--- src/rtl/bin2bcd_seq_pkg.sv ---
// Shared definitions for the sequential binary-to-BCD converter.
//   DECLEN_DEF / BINLEN_DEF : default digit count and binary operand width
//   DIGW                    : bits per BCD digit
//   state_t                 : converter FSM states (IDLE=0, SHIFT=1, DONE=2)
package bin2bcd_seq_pkg;

  localparam int unsigned DECLEN_DEF = 9;
  localparam int unsigned BINLEN_DEF = 30;
  localparam int unsigned DIGW       = 4;

  typedef enum logic [1:0] {
    ST_IDLE  = 2'd0,
    ST_SHIFT = 2'd1,
    ST_DONE  = 2'd2
  } state_t;

endpackage

--- src/rtl/bcd_dabble_step.sv ---
// One double-dabble layer: add-3 correction on every BCD digit above 4
// (4-bit wrap), then a 1-bit left shift bringing bit_in into digit 0 LSB.
// Carry out of the top digit is discarded.
//   acc     : current packed BCD accumulator, digit 0 in bits [3:0]
//   bit_in  : next binary bit, MSB first
//   acc_nxt : accumulator after correction and shift
module bcd_dabble_step
  import bin2bcd_seq_pkg::*;
#(
  parameter int unsigned DECLEN = DECLEN_DEF
) (
  input  logic [DECLEN*DIGW-1:0] acc,
  input  logic                   bit_in,
  output logic [DECLEN*DIGW-1:0] acc_nxt
);

  localparam int unsigned ACCW = DECLEN * DIGW;

  logic [ACCW-1:0] corr;

  always_comb begin
    corr = acc;
    for (int unsigned d = 0; d < DECLEN; d++) begin
      if (acc[d*DIGW +: DIGW] > 4'd4)
        corr[d*DIGW +: DIGW] = acc[d*DIGW +: DIGW] + 4'd3;
    end
  end

  // Shifting the whole corrected word drops its MSB (top-digit carry).
  assign acc_nxt = (corr << 1) | {{(ACCW-1){1'b0}}, bit_in};

endmodule

--- src/rtl/bin2bcd_seq.sv ---
// Multi-cycle binary-to-BCD converter. One dabble layer is reused once per
// clock for BINLEN cycles. Operands enter and results leave via valid/ready.
//   clk, rst            : clock (rising edge), async active-high reset
//   in_valid / in_ready : operand handshake, BIN sampled on accept
//   BIN                 : unsigned binary operand
//   out_valid/out_ready : result handshake
//   BCD                 : packed BCD result (BIN mod 10**DECLEN), digit 0 in [3:0]
//   ovf                 : operand was >= 10**DECLEN
//   busy                : conversion in progress
module bin2bcd_seq
  import bin2bcd_seq_pkg::*;
#(
  parameter int unsigned DECLEN = DECLEN_DEF,
  parameter int unsigned BINLEN = BINLEN_DEF
) (
  input  logic                   clk,
  input  logic                   rst,
  input  logic                   in_valid,
  output logic                   in_ready,
  input  logic [BINLEN-1:0]      BIN,
  output logic                   out_valid,
  input  logic                   out_ready,
  output logic [DECLEN*DIGW-1:0] BCD,
  output logic                   ovf,
  output logic                   busy
);

  localparam int unsigned ACCW = DECLEN * DIGW;
  localparam int unsigned CNTW = $clog2(BINLEN + 1);
  // Wide enough for both the operand (+1 bit) and 10**DECLEN (< 2**ACCW).
  localparam int unsigned CMPW = (BINLEN + 1 > ACCW + 1) ? BINLEN + 1 : ACCW + 1;

  function automatic logic [CMPW-1:0] pow10(input int unsigned n);
    logic [CMPW-1:0] p;
    p = CMPW'(1);
    for (int unsigned i = 0; i < n; i++) p = p * CMPW'(10);
    return p;
  endfunction

  localparam logic [CMPW-1:0] OVF_LIMIT = pow10(DECLEN);

  state_t            state_q, state_d;
  logic [BINLEN-1:0] bin_q;
  logic [ACCW-1:0]   acc_q, acc_nxt;
  logic [CNTW-1:0]   cnt_q;
  logic              ovf_q;
  logic              load;

  bcd_dabble_step #(
    .DECLEN (DECLEN)
  ) u_step (
    .acc     (acc_q),
    .bit_in  (bin_q[BINLEN-1]),
    .acc_nxt (acc_nxt)
  );

  always_ff @(posedge clk or posedge rst) begin
    if (rst) state_q <= ST_IDLE;
    else     state_q <= state_d;
  end

  always_comb begin
    state_d = state_q;
    load    = 1'b0;
    case (state_q)
      ST_IDLE: begin
        if (in_valid) begin
          load    = 1'b1;
          state_d = ST_SHIFT;
        end
      end
      ST_SHIFT: begin
        if (cnt_q == CNTW'(1)) state_d = ST_DONE;
      end
      ST_DONE: begin
        if (out_ready) state_d = ST_IDLE;
      end
      default: state_d = ST_IDLE;
    endcase
  end

  always_ff @(posedge clk or posedge rst) begin
    if (rst) begin
      bin_q <= '0;
      acc_q <= '0;
      cnt_q <= '0;
      ovf_q <= 1'b0;
    end else if (load) begin
      bin_q <= BIN;
      acc_q <= '0;
      cnt_q <= CNTW'(BINLEN);
      ovf_q <= (CMPW'(BIN) >= OVF_LIMIT);
    end else if (state_q == ST_SHIFT) begin
      acc_q <= acc_nxt;
      bin_q <= bin_q << 1;
      cnt_q <= cnt_q - CNTW'(1);
    end
  end

  // All outputs decode registered state only; no input-to-output paths.
  assign in_ready  = (state_q == ST_IDLE);
  assign out_valid = (state_q == ST_DONE);
  assign busy      = (state_q == ST_SHIFT);
  assign BCD       = acc_q;
  assign ovf       = ovf_q;

endmodule

--- config.mk ---
export PLATFORM = sky130hd
export DESIGN_NAME = bin2bcd_seq
export DESIGN_NICKNAME = d
export VERILOG_FILES = /design/src/rtl/bin2bcd_seq_pkg.sv /design/src/rtl/bcd_dabble_step.sv /design/src/rtl/bin2bcd_seq.sv
export SDC_FILE = /design/constraint.sdc
export NUM_CORES = 1
export LEC_CHECK = 0
export ABC_AREA = 1
export CAP_MARGIN = 20
export CORE_MARGIN = 1.5
export CORE_UTILIZATION = 47
export DETAILED_ROUTE_END_ITERATION = 8
export GPL_TIMING_DRIVEN = 0
export PLACE_DENSITY = 0.88
export SLEW_MARGIN = 10
export SYNTH_ARGS = -nofsm -noshare
export SYNTH_HDL_FRONTEND = slang
export SYNTH_SLANG_ARGS = --single-unit
--- constraint.sdc ---
create_clock -name clk -period 2.3 [get_ports clk]
set_clock_uncertainty 0.2 [all_clocks]
set_input_delay 0.46 -clock clk [delete_from_list [all_inputs] [get_ports clk]]
set_output_delay 0.46 -clock clk [all_outputs]
set_load 0.01 [all_outputs]
# Yosys cells after proc, flatten, opt, wreduce, memory -nomap -nowiden
# Cells that the tools add are included.
# W data, S select, Z words.
[totals] ff_bits=74 output_inout_bits=40 latchBits=0 n_memories=0 wordCells=56 ram_bits=0 in_bits=34 rom_bits=0
[op_classes] n_bitwise=1 eq_ne=6 multipliers=0 div=0 n_mux=21 order_cmp=10 addsub=10 shifts=0 n_reduce_logical=3
[op_table] operator="$mux W36" count=2
[op_table] operator="$mux W30" count=2
[op_table] operator="$gt A4 B3 Y1 const B" count=9
[op_table] operator="$or A36 B1 Y36" count=1
[op_table] operator="$add A4 B2 Y4 const B" count=8
[op_table] operator="$mux W4" count=8
[op_table] operator="$ge A30 B30 Y1 const B" count=1
[op_table] operator="$mux W5" count=2
[op_table] operator="$mux W2" count=3
[op_table] operator="$pmux W2 S3" count=1
[op_table] operator="$eq A5 B1 Y1 const B" count=1
[op_table] operator="$sub A5 B1 Y5 const B" count=1
[op_table] operator="$ne A2 B1 Y1 const B" count=2
[op_table] operator="$add A3 B2 Y3 const B" count=1
[op_table] operator="$mux W3" count=1
[op_table] operator="$reduce_and A3 Y1" count=1
[op_table] operator="$eq A2 B1 Y1 const B" count=1
[op_table] operator="$eq A2 B2 Y1 const B" count=1
[op_table] operator="$logic_not A2 Y1" count=1
[op_table] operator="$mux W1" count=2
[op_table] operator="$ne A2 B2 Y1 const B" count=1
[op_table] operator="$reduce_bool A2 Y1" count=1

# Depth between registers and ports, before layout
[logic_depth] word_depth=5 depth_mapped=9

# By module
# From an unflattened synthesis, not the netlist that was laid out.
[hier_totals] cells_unflattened=570 hier_area_um2=4319.1
[by_module_without_submodules] mod="bin2bcd_seq" cells_each=314 area_per_inst_um2=3093.0 seq_area_each_um2=1851.8 instances=1
[by_module_without_submodules] mod="bcd_dabble_step" cells_each=256 area_per_inst_um2=1226.2 seq_area_each_um2=0.0 instances=1

# Worst setup path after synthesis
# OpenSTA, ideal clock, no wires.
[synth_timing] path_type="register -> register" startpoint="register acc_q[28], in the netlist BCD[28]" endpoint="register acc_q[29], in the netlist BCD[29]" synth_period_minus_slack_ns=1.612 t_arrival_ns=1.283 setup_ns=0.129 path_stages_with_launch=8 path_buffers=0 path_slack_ns=0.688 path_cell_list="dfrtp_1 > inv_1 > ha_1 > or2_2 > nand2_1 > a21oi_1 > o21ai_0 > o21ai_0"
[synth_via] elab_chain_cells=5 word_cells_on_any_way=6 cone_classes="add/sub (1); order compare (1); mux (3); bitwise (1)"
[synth_rtl] item="start: declaration" line="bin2bcd_seq.sv:44" rtl="logic [ACCW-1:0] acc_q, acc_nxt;"
[synth_rtl] item="start signal: assignment" line="bin2bcd_seq.sv:94" rtl="acc_q <= acc_nxt;"
[synth_rtl] item="$add A4 B2 Y4 / $gt A4 B3 Y1 (equally long branches)" line="bcd_dabble_step.sv:25, bcd_dabble_step.sv:24"
[synth_rtl] item="$mux W4 *" line="bcd_dabble_step.sv:24" rtl="if (acc[d*DIGW +: DIGW] > 4'd4)"
[synth_rtl] item="$or A36 B1 Y36 *" line="bcd_dabble_step.sv:30" rtl="assign acc_nxt = (corr << 1) | {{(ACCW-1){1'b0}}, bit_in};"
[synth_rtl] item="$mux W36 *" line="bin2bcd_seq.sv:93" rtl="end else if (state_q == ST_SHIFT) begin"
[synth_rtl] item="$mux W36 *" line="bin2bcd_seq.sv:88" rtl="end else if (load) begin"
# Mark *: on every way between the ends. The rest lies on a longest branch, timed or not. The select of a mux whose other input is x is not followed.
# A chain may end at the register's enable or synchronous reset.

# Worst setup path in the final report
[layout_timing] startpoint="register state_q[1]" endpoint="output in_ready"
[layout_via] elab_chain_cells=1
[layout_rtl] item="start: declaration" line="bin2bcd_seq.sv:42" rtl="state_t state_q, state_d;"
[layout_rtl] item="start signal: assignment" line="bin2bcd_seq.sv:59" rtl="else state_q <= state_d;"
[layout_rtl] item="$logic_not A2 Y1" line="bin2bcd_seq.sv:101" rtl="assign in_ready = (state_q == ST_IDLE);"
[layout_rtl] item="end: declaration" line="bin2bcd_seq.sv:19" rtl="output logic in_ready,"
# No other way between the ends.

==> results.md <==
Floorplan:
- The die boundary height is 92.3 um.
- The initial utilization of the core area, before any placement, comes to 48.5%.
- Measured along the x axis, the die boundary spans 92.3 um.
- The placeable core region is 0.00773 sq mm.
- The area enclosed by the die boundary is 0.00852 sq mm.
- Row generation in the floorplan step produced 32 rows.
- The total I/O pin count is 74.

Timing:
- The worst hold margin is 0.290 ns.
- The worst path meets setup with 0.129 ns of slack.
- The count of endpoints failing hold in the final timing report came to 0.
- After layout, the minimum clock period comes to 2.17 ns.
- The ratio of final minimum period to clock period is 94.4%.
- At the pin with the least slew margin, the transition time is 0.636 ns.
- The highest achievable clock rate is 461 MHz.
- Setup repair after global routing left no endpoint under its margin.
- Headroom to the max-slew limit came out at 57.6%.
- Setup violations remaining at the end of the flow were counted as 0.
- The max-slew violation count is 0.

Power and ir drop:
- The worst-case IR drop observed on VDD is 0.550 mV.
- The share of total power in combinational logic is 51.3%.
- The clock network accounts for 17.1% of the total power.
- The switching power of the nets is 2.95 mW.
- The internal power summed over all cells is 4.41 mW.
- The switching share of total power is 40.1%.
- The total power consumption of the routed design is 7.37 mW.
- The power density of the placed cells is 1500 mW/mm^2.
- For this design the static power due to leakage is 2.35 nW.
- The sequential power share is 31.6%.

Critical path:
- By startpoint and endpoint, the worst setup path is classified as reg -> out.
- The worst setup path is captured at an output port.
- The worst register-to-register path has a setup slack of 0.35 ns.
- The worst register-to-register path ends at BCD[8].
- The arrival time at the worst endpoint is 1.51 ns.
- The startpoint of the worst-slack reg-to-reg timing path is state_q[0].
- The maximum fanout along the worst path is 3.
- The worst setup path is launched from a register.
- The worst-case reg-to-reg path depth is 6.
- STA puts the critical path data required time at 1.64 ns.

Global route:
- The largest net degree at the start of global routing is 36.
- After global routing the overflow that remains totals 0.
- The initial antenna violation count is 0.
- The combined global-route utilization of all metal layers is 22.4%.
- The first global-routing pass estimated 14900 um of wire.
- The via count of the first global-routing pass came to 3319.

Clock tree:
- Clock-pin slew was measured on the worst setup and hold paths at 0.08 ns.
- In this run, CTS created clock tree buffers numbering 9.
- The count of cells resized by post-cts repair is 0.
- The largest buffer count on any clock path is 2.
- In this run the post-CTS setup repair buffer count came out at 1.
- TritonCTS built the clock tree.
- The number of buffers inserted by hold repair at cts is 0.
- The clock tree synthesis step divided the H-tree into 3 levels.
- The tree is rooted in a clkbuf_8.
- The clock latency on the worst-skew pair is 0.35 ns.
- The number of sinks driven by the clock tree is 74.

Layout:
- The diode insertion count for antenna repair is 0.
- The final non-filler cell total is 631.
- Relative to the synthesized area, the layout overhead comes to 31.1%.
- The top cell types in the final layout, fill and taps aside, are nand2_1 (82), inv_1 (80), dfrtp_1 (74).
- The final layout net count is 569.
- The library cell used most frequently in the layout, excluding fill and tap cells, is nand2_1.
- The fraction of layout cells with a size suffix above 1 is 9.07%.
- Once layout is complete, the utilization of the core stands at 63.6%.

Place:
- The number of input and output port buffers inserted is 73.
- Counting tap cells, the placed design contains a total of 615 instances.
- The global placement routability congestion is 0.861.
- Summed over all nets, the half-perimeter wirelength after detailed placement is 6520 um.
- The pre-CTS worst setup slack is -0.167 ns.

Yosys:
- The cell area after synthesis is 0.00375 sq mm.
- Averaged over all synthesized cells, the footprint is 8.56 sq um.
- The count of state elements after synthesis is 74.
- In the synthesized netlist the dominant register cell turns out to be dfrtp_1.
- For this run, the number of Yosys warnings is 0.
- The number of distinct library cells after synthesis is 26.
- The number of nets handed over by synthesis was 483.
- Synthesis produced a netlist whose cell count is 438.
- After synthesis, the share of flip-flops with an asynchronous set or reset is 100%.
- The register area share after synthesis is 49.4%.
- The count of flip-flops with a built-in enable after synthesis is 0.

Routing:
- The post-detailed-route wirelength per cell is 14.3 um.
- The ratio of routed vias to standard cells is 5.45.
- After the first detailed-routing iteration, the DRC count stood at 214.
- The detailed-route via count is 3437.
- The count of antenna-violating nets left after detailed routing is 0.
- For this run, design rule violations remaining after detail routing come to 0.
- The first detailed-routing pass took 6 iterations.
- The total routed wirelength is 9010 um.

Status:
- The run finished with clean final reports.

Hold path:
- The path type of the worst min-delay path is in -> async.

Run:
- The reported max-cap violation count is 0.
Yosys cell counts (2+ instances only):
cell	count	area, sq um
dfrtp_1	74	1850
buf_6	5	56.3
o22ai_1	17	106
inv_1	81	304
o21ai_1	12	60.1
ha_1	11	138
buf_2	9	45.0
or2_2	3	18.8
xor2_1	8	70.1
a21oi_1	12	60.1
o221ai_1	27	236
nand2_1	82	308
nor2_1	18	67.6
inv_2	4	15.0
nand3_1	21	105
o211ai_2	2	25.0
o21ai_0	42	210
nand4_1	2	12.5
area by class of cell:
| cell class | count | area, sq um |
|---|---|---|
| buffer | 16 | 113 |
| clock buffer | 11 | 151 |
| clock inverter | 5 | 100 |
| fill | 615 | 2820 |
| inverter | 85 | 323 |
| multi-input combinational | 262 | 1460 |
| sequential | 74 | 1850 |
| tap | 102 | 128 |
| timing repair buffer | 76 | 786 |
state kept, by name, indices dropped and copies added (netlist names):
| name | flops |
|---|---|
| ovf | 1 |
| BCD | 36 |
| state_q | 2 |
| bin_q | 30 |
| cnt_q | 5 |
worst max-delay path by stage:
stage,to,slack [ns],startpoint
after floorplan,BCD[29],0.69,BCD[28]
after global placement,busy,-0.17,state_q[1]
after detailed placement,busy,-0.17,state_q[1]
after CTS,in_ready,0.12,state_q[1]
after global routing,busy,0.09,state_q[0]
final,in_ready,0.13,state_q[1]
per-stage QoR:
step	TNS (ns)	area, sq um
after global placement	-3.49	4610
after global routing	0	4910
after CTS	0	4910
final	0	4910
after detailed placement	-0.167	4660
after floorplan	0	3750
power groups by stage:
stage | clock network (mW) | logic, mW | registers, mW
global route | 1.34 | 4.20 | 2.40
CTS | 1.26 | 3.78 | 2.33
global placement | 0 | 3.53 | 2.32
detailed placement | 0 | 3.73 | 2.35
finish | 1.26 | 3.78 | 2.33
floorplan | 0 | 2.27 | 2.41
metal layers:
| layer | share of wire, % | vias to the layer above | track usage, % | wire, um |
|---|---|---|---|---|
| li1 | - | 1628 | - | - |
| met2 | 50 | 141 | 37.9 | 4480 |
| met3 | 6.5 | 15 | 4.60 | 587 |
| met5 | 0 | - | 0 | 0 |
| met4 | 1.4 | 0 | 7.56 | 125 |
| met1 | 42 | 1653 | 28.5 | 3820 |
cells by family (layout without fill, tap and decap cells):
group / count (synthesis) / in the layout / share of synthesized area (%)
AND/OR/NAND/NOR: 130 / 130 / 14.6
AO/OA/AOI/OAI: 113 / 113 / 18.8
buffers and inverters: 102 / 193 / 11.6
flip-flops: 74 / 74 / 49.4
adder cells (fa/ha/maj): 11 / 11 / 3.67
XOR/XNOR: 8 / 8 / 1.87
critical path, cell delays in order (launching register included):
cell,delay [ns]
dfrtp_1,0.43
nor2_2,0.17
clkdlybuf4s50_1,0.57
Note: power is estimated with default switching activity, not from simulation.
==> patch 1: new RTL, config.mk and constraints unchanged <==
Change the package constant `DIGW` from 4 to 6.
--- a/src/rtl/bin2bcd_seq_pkg.sv
+++ b/src/rtl/bin2bcd_seq_pkg.sv
@@ -7,5 +7,5 @@
   localparam int unsigned DECLEN_DEF = 9;
   localparam int unsigned BINLEN_DEF = 30;
-  localparam int unsigned DIGW       = 4;
+  localparam int unsigned DIGW       = 6;
 
   typedef enum logic [1:0] {
Interface: changed (resized BCD); port bits go from 74 to 92. No check against the original RTL was run, so the function may have changed too.
==> patch 1 against the original RTL <==
Register-to-register slack improved by 0.13 ns. Wire length increased by 37%. Count of clock-buffer cells in the layout unchanged. Hold slack got worse by 0.0042 ns. Final area increased by 30%. Die area increased by 33%. Via count increased by 34%. Largest cell class unchanged. Sequential cell count increased by 18. Sequential power increased by 24%. Highest routed layer unchanged. Area after synthesis increased by 34%. Worst setup slack improved by 0.0029 ns. Critical path depth unchanged. Power increased by 21%.
==> patch 1: results (changes against the original RTL) <==
* Final-layout non-clock buffer area share at 17.17% (was 18.29%)
* P per Cell Area at 1391 nW/um2 (was 1499 nW/um2)
* Violation count after the first detailed-route iteration at 238 (was 214)
* Adder-cell area share of the yosys netlist at 4.730% (was 3.673%)
* Met1 WL at 5.269 mm (was 3.818 mm)
* Largest register FFs at 54 (was 36)
* Maximum vdd drop at 0.6044 mV (was 0.5497 mV)
* Clock Tree Root: clkbuf_8 (unchanged)
* Leak Pwr at 3.042 nW (was 2.347 nW)
* Final Hold Vio Count at 0 (unchanged)
* Mux cell area share after synthesis at 0% (unchanged)
* Drt wl/cell at 14.22 um (was 14.27 um)
* Routed wl met3 at 730 um (was 587 um)
* Slowest stage delay, CP at 0.56 ns
* Seq pwr at 2.90 mW (was 2.33 mW)
* Grt met2 use at 40.60% (was 37.90%)
* Overall Global Routing Usage at 22.59% (was 22.35%)
* Netlist cell types at 30 (was 26)
* H-tree depth at 3 (unchanged)
* Met1 GRT Util at 28.08% (was 28.53%)
* Slew HR at 51.23% (was 57.61%)
* Sequential element share of the synthesized area at 45.81% (was 49.42%)
* Inverters at 71 (was 85)
* Clock buffers at 11 (unchanged)
* Met2 WL at 6.213 mm (was 4.475 mm)
* Cell Int Power at 4.987 mW (was 4.411 mW)
* Fill cell count at 874 (was 615)
* CTS buffer count at 9 (unchanged)
* #MultiIn Comb at 440 (was 262)
* Seq area share at 35.99% (was 37.70%)
* Synth warn at 0 (unchanged)
* Clock-net power at 1.34 mW (was 1.26 mW)
* Antenna cells at 0 (unchanged)
* Max Root-Sink Buffers at 2 (unchanged)
* Commonest cells post-synth: nand2_1 (188), dfrtp_1 (92), inv_1 (67) (was nand2_1 (82), inv_1 (81), dfrtp_1 (74))
* Hold crit path type: flop to flop (was input pin to async pin)
* Max layer used: met4 (unchanged)
* Clock sinks at 92 (was 74)
* Synth top area cells: dfrtp_1 (46%), nand2_1 (14%), nand3_1 (5.4%) (was dfrtp_1 (49%), nand2_1 (8.2%), inv_1 (8.1%))
* GR Util met3 at 4.231% (was 4.598%)
* Fin nets at 778 (was 569)
* Multi-input gate area at 2302 um2 (was 1460 um2)
* Clock slew at reported path FFs at 0.09 ns
* Non-CTS buffers at 111 (was 92)
* Via count at 4610 (was 3437)
* Xor and xnor area share after synthesis at 4.356% (was 1.870%)
* First-pass DRT Iterations at 5 (was 6)
* Vias in the first global route at 4513 (was 3319)
* First-pass GRT wire length at 20.48 mm (was 14.90 mm)
* Ratio of cells with drive above 1 in the final layout at 9.041% (was 9.074%)
* Run status: completed (unchanged)
* Hpwl dp at 9.071 mm (was 6.521 mm)
* Largest net degree at the start of global routing at 34 (was 36)
* Post-synthesis net count at 675 (was 483)
* Synth Area in Compound Gates at 11.05% (was 18.83%)
* PortBufs at 91 (was 73)
* Clock-cell share at 3.892% (was 5.120%)
* GP Congestion at 0.8374 (was 0.8606)
## patch 1: cell count changes after synthesis, sizes merged, moves of 8 or more
cell,delta
nand2,+119
nand3,+33
o221ai,-26
nor2,+19
dfrtp,+18
o21ai,-17
inv,-14
o22ai,+9
xor2,+9
ha,+8
xnor2,+8
## patch 1: final timing paths
| kind | startpoint | end | slack (ns) | depth (start not counted) |
|---|---|---|---|---|
| hold reg to reg | cnt_q[4]$_DFFE_PP0P_ | cnt_q[4]$_DFFE_PP0P_ | 0.29 | 1 |
| setup reg to reg | BCD[24]$_DFFE_PP0P_ | BCD[26]$_DFFE_PP0P_ | 0.48 | 8 |
| max in group asynchronous | rst | BCD[29]$_DFFE_PP0P_ | 0.73 | 4 |
| min in group asynchronous | rst | bin_q[14]$_DFFE_PP0P_ | 0.35 | 2 |
| hold / removal | cnt_q[4]$_DFFE_PP0P_ | cnt_q[4]$_DFFE_PP0P_ | 0.29 | 1 |
| setup / recovery | state_q[0]$_DFFE_PP0P_ | in_ready | 0.13 | 2 |
## patch 1: repair_timing
item / CTS / global route
endpoints found under the setup margin: 1 / 1
resized for setup: 4 / 0
setup buffers: 0 / 0
endpoints found under the hold margin: 0 / 0
## patch 1: through the flow
| stage | instance area, um2 | cells | setup slack (ns) | util [%] | hold WS [ns] |
|---|---|---|---|---|---|
| after floorplan | 5030 | 622 | 0.5623 | - | 0.2453 |
| after global placement | 6111 | 849 | -0.3882 | 58.93 | 0.2610 |
| after detailed placement | 6151 | 851 | 0.08811 | 59.31 | 0.2698 |
| after CTS | 6405 | 867 | 0.01460 | 61.76 | 0.2910 |
| after global routing | 6397 | 866 | 0.06787 | 61.69 | 0.3167 |
| final | 6397 | 866 | 0.1315 | 61.69 | 0.2862 |
==> patch 2: new RTL, same settings <==
Without the edit above. Put one more register stage on the output `ovf`, with the module's reset. The value now appears one clock later. The other outputs are not delayed to match.
--- a/src/rtl/bin2bcd_seq.sv
+++ b/src/rtl/bin2bcd_seq.sv
@@ -103,5 +103,11 @@
   assign busy      = (state_q == ST_SHIFT);
   assign BCD       = acc_q;
-  assign ovf       = ovf_q;
+  always_ff @(posedge clk or posedge rst) begin
+    if (rst) begin
+      ovf <= '0;
+    end else begin
+      ovf <= ovf_q;
+    end
+  end
 
 endmodule
Check against the original RTL: not equivalent (a bounded check fails within 4 cycles, from zero or initial values and one cycle with rst high).
==> patch 2 against the original RTL <==
Wire length decreased by 2.2%. Power decreased by 1.1%. First-iteration DRC count increased by 0.47%. Final area decreased by 0.46%. Worst setup slack improved by 0.0072 ns. Count of clock-buffer cells in the layout increased by 1. Area after synthesis increased by 0.43%. Core utilization decreased by 0.29 points. Die area increased by 0.42%. Sequential cell count increased by 1. Largest cell class unchanged.
==> patch 2: results (changes against the original RTL) <==
* CP delay by family, top: buffers and inverters (unchanged)
* First-pass GRT wire length at 15.04 mm (was 14.90 mm)
* Top FF cell, synth: dfrtp_1 (unchanged)
* Overall Global Routing Usage at 22.27% (was 22.35%)
* FF-to-FF path depth at 7 (was 6)
* Largest register FFs at 36 (unchanged)
* R2r setup slk at 0.48 ns (was 0.35 ns)
* Fin nets at 569 (unchanged)
* Reg2reg end: BCD[15]$_DFFE_PP0P_ (was BCD[8]$_DFFE_PP0P_)
* Maximum vdd drop at 0.5838 mV (was 0.5497 mV)
* Slowest cell on crit path: clkdlybuf4s50_1 (unchanged)
* Run status: completed (unchanged)
* PortBufs at 73 (unchanged)
* Hold crit path type: flop to flop (was input pin to async pin)
* Synth warn at 0 (unchanged)
* Worst path arrival time at 1.50 ns
* Post-synthesis net count at 483 (unchanged)
* Max Root-Sink Buffers at 2 (unchanged)
* Commonest cells post-synth: inv_1 (82), nand2_1 (80), dfrtp_1 (75) (was nand2_1 (82), inv_1 (81), dfrtp_1 (74))
* Post-Place Worst Slack at 0.07094 ns (was -0.1670 ns)
* Ratio of cells with drive above 1 in the final layout at 8.129% (was 9.074%)
* Leak Pwr at 2.330 nW (was 2.347 nW)
* Routed WL at 8.810 mm (was 9.006 mm)
* H-tree depth at 3 (unchanged)
* Crit path from: state_q[1]$_DFFE_PP0P_ (unchanged)
* Vias per cell at 5.442 (was 5.447)
* Clk_lat worst skew at 0.35 ns (about the same)
* Clock slew at reported path FFs at 0.07 ns
* Slowest stage delay, CP at 0.56 ns
* Slew HR at 43.19% (was 57.61%)
* Area of placed instances at 4646 um2 (was 4657 um2)
* Hpwl dp at 6.446 mm (was 6.521 mm)
* Violation count after the first detailed-route iteration at 215 (was 214)
* CP max FO at 3 (unchanged)
* Antenna cells at 0 (unchanged)
* GP Congestion at 0.8729 (was 0.8606)
* Async set-or-reset flop fraction in the synthesized netlist at 100.0% (unchanged)
* Synth top area cells: dfrtp_1 (50%), inv_1 (8.2%), nand2_1 (8.0%) (was dfrtp_1 (49%), nand2_1 (8.2%), inv_1 (8.1%))
* Initial antenna violation count at 0 (unchanged)
* Fill cell count at 650 (was 615)
* RR Startpoint: state_q[0]$_DFFE_PP0P_ (unchanged)
* Netlist cell types at 25 (was 26)
* Clock Tree Root: clkbuf_8 (unchanged)
* Final period utilization at 94.10% (was 94.41%)
* First-pass DRT Iterations at 4 (was 6)
* Sequential element share of the synthesized area at 49.87% (was 49.42%)
* CTS buffer count at 9 (unchanged)
* Largest net degree at the start of global routing at 40 (was 36)
## patch 2: cell types whose count changed in the layout (fill, tap and decap cells not counted), moves of 2 or more
| cell | before | now |
|---|---|---|
| nand2_1 | 82 | 80 |
| nor2_1 | 18 | 20 |
| o211ai_1 | 0 | 2 |
| o211ai_2 | 2 | 0 |
| inv_2 | 4 | 2 |
## patch 2: worst min-delay path by stage
stage | start | depth (start not counted) | endpoint | slack (ns)
4_1_cts | ovf_q$_DFFE_PP0P_ | 0 | ovf$_DFF_PP0_ | 0.20
6_report | ovf_q$_DFFE_PP0P_ | 0 | ovf$_DFF_PP0_ | 0.19
2_1_floorplan | ovf_q$_DFFE_PP0P_ | 0 | ovf$_DFF_PP0_ | 0.15
5_1_grt | ovf_q$_DFFE_PP0P_ | 0 | ovf$_DFF_PP0_ | 0.21
3_5_place_dp | ovf_q$_DFFE_PP0P_ | 0 | ovf$_DFF_PP0_ | 0.17
3_3_place_gp | ovf_q$_DFFE_PP0P_ | 0 | ovf$_DFF_PP0_ | 0.16
## patch 2: cell type report
cell class,count,area share (%)
timing repair buffer,75,15.56
sequential,75,38.38
buffer,17,2.584
clock inverter,4,1.484
tap,102,2.610
clock buffer,12,3.173
multi-input combinational,262,29.68
inverter,84,6.525
## patch 2: logic make-up (layout without fill, tap and decap cells)
| logic type | after synthesis | after routing | synth area share (%) |
|---|---|---|---|
| AND/OR/NAND/NOR | 129 | 129 | 14.40 |
| AO/OA/AOI/OAI | 114 | 114 | 18.65 |
| buffers and inverters | 101 | 192 | 11.57 |
| flip-flops | 75 | 75 | 49.87 |
| adder cells (fa/ha/maj) | 11 | 11 | 3.657 |
| XOR/XNOR | 8 | 8 | 1.862 |
## patch 2: timing repair
action                     in CTS  in global routing
resized for setup               2                  1
buffers inserted                1                  0
setup endpoints to repair       1                  1
pin swaps                       1                  0
## patch 2: worst reg2reg max path: stages, from the launching register on
cell	delay (ns)
dfrtp_1	0.38
inv_2	0.06
nor2_4	0.13
buf_4	0.19
inv_2	0.06
nand2_2	0.09
clkbuf_1	0.38
o21ai_0	0.19
## patch 2: power by group
| group | total (mW) | internal, mW | switching [mW] |
|---|---|---|---|
| clock network | 1.15 | 0.669 | 0.484 |
| registers | 2.35 | 1.98 | 0.375 |
| logic | 3.78 | 1.70 | 2.08 |
| total | 7.28 | 4.34 | 2.94 |
## patch 2: per-layer routing
layer	wire [um]	part of all wire [%]	GRT usage, %
met1	3710	42	28.50
met2	4314	49	36.40
met3	626	7.1	4.433
met4	158	1.8	10.13
met5	0	0	0
## patch 2: through the flow
stage / util [%] / instances
after global placement: 59.86 / 613
after floorplan: - / 438
after CTS: 63.24 / 631
after global routing: 63.28 / 631
final: 63.28 / 631
after detailed placement: 60.12 / 614
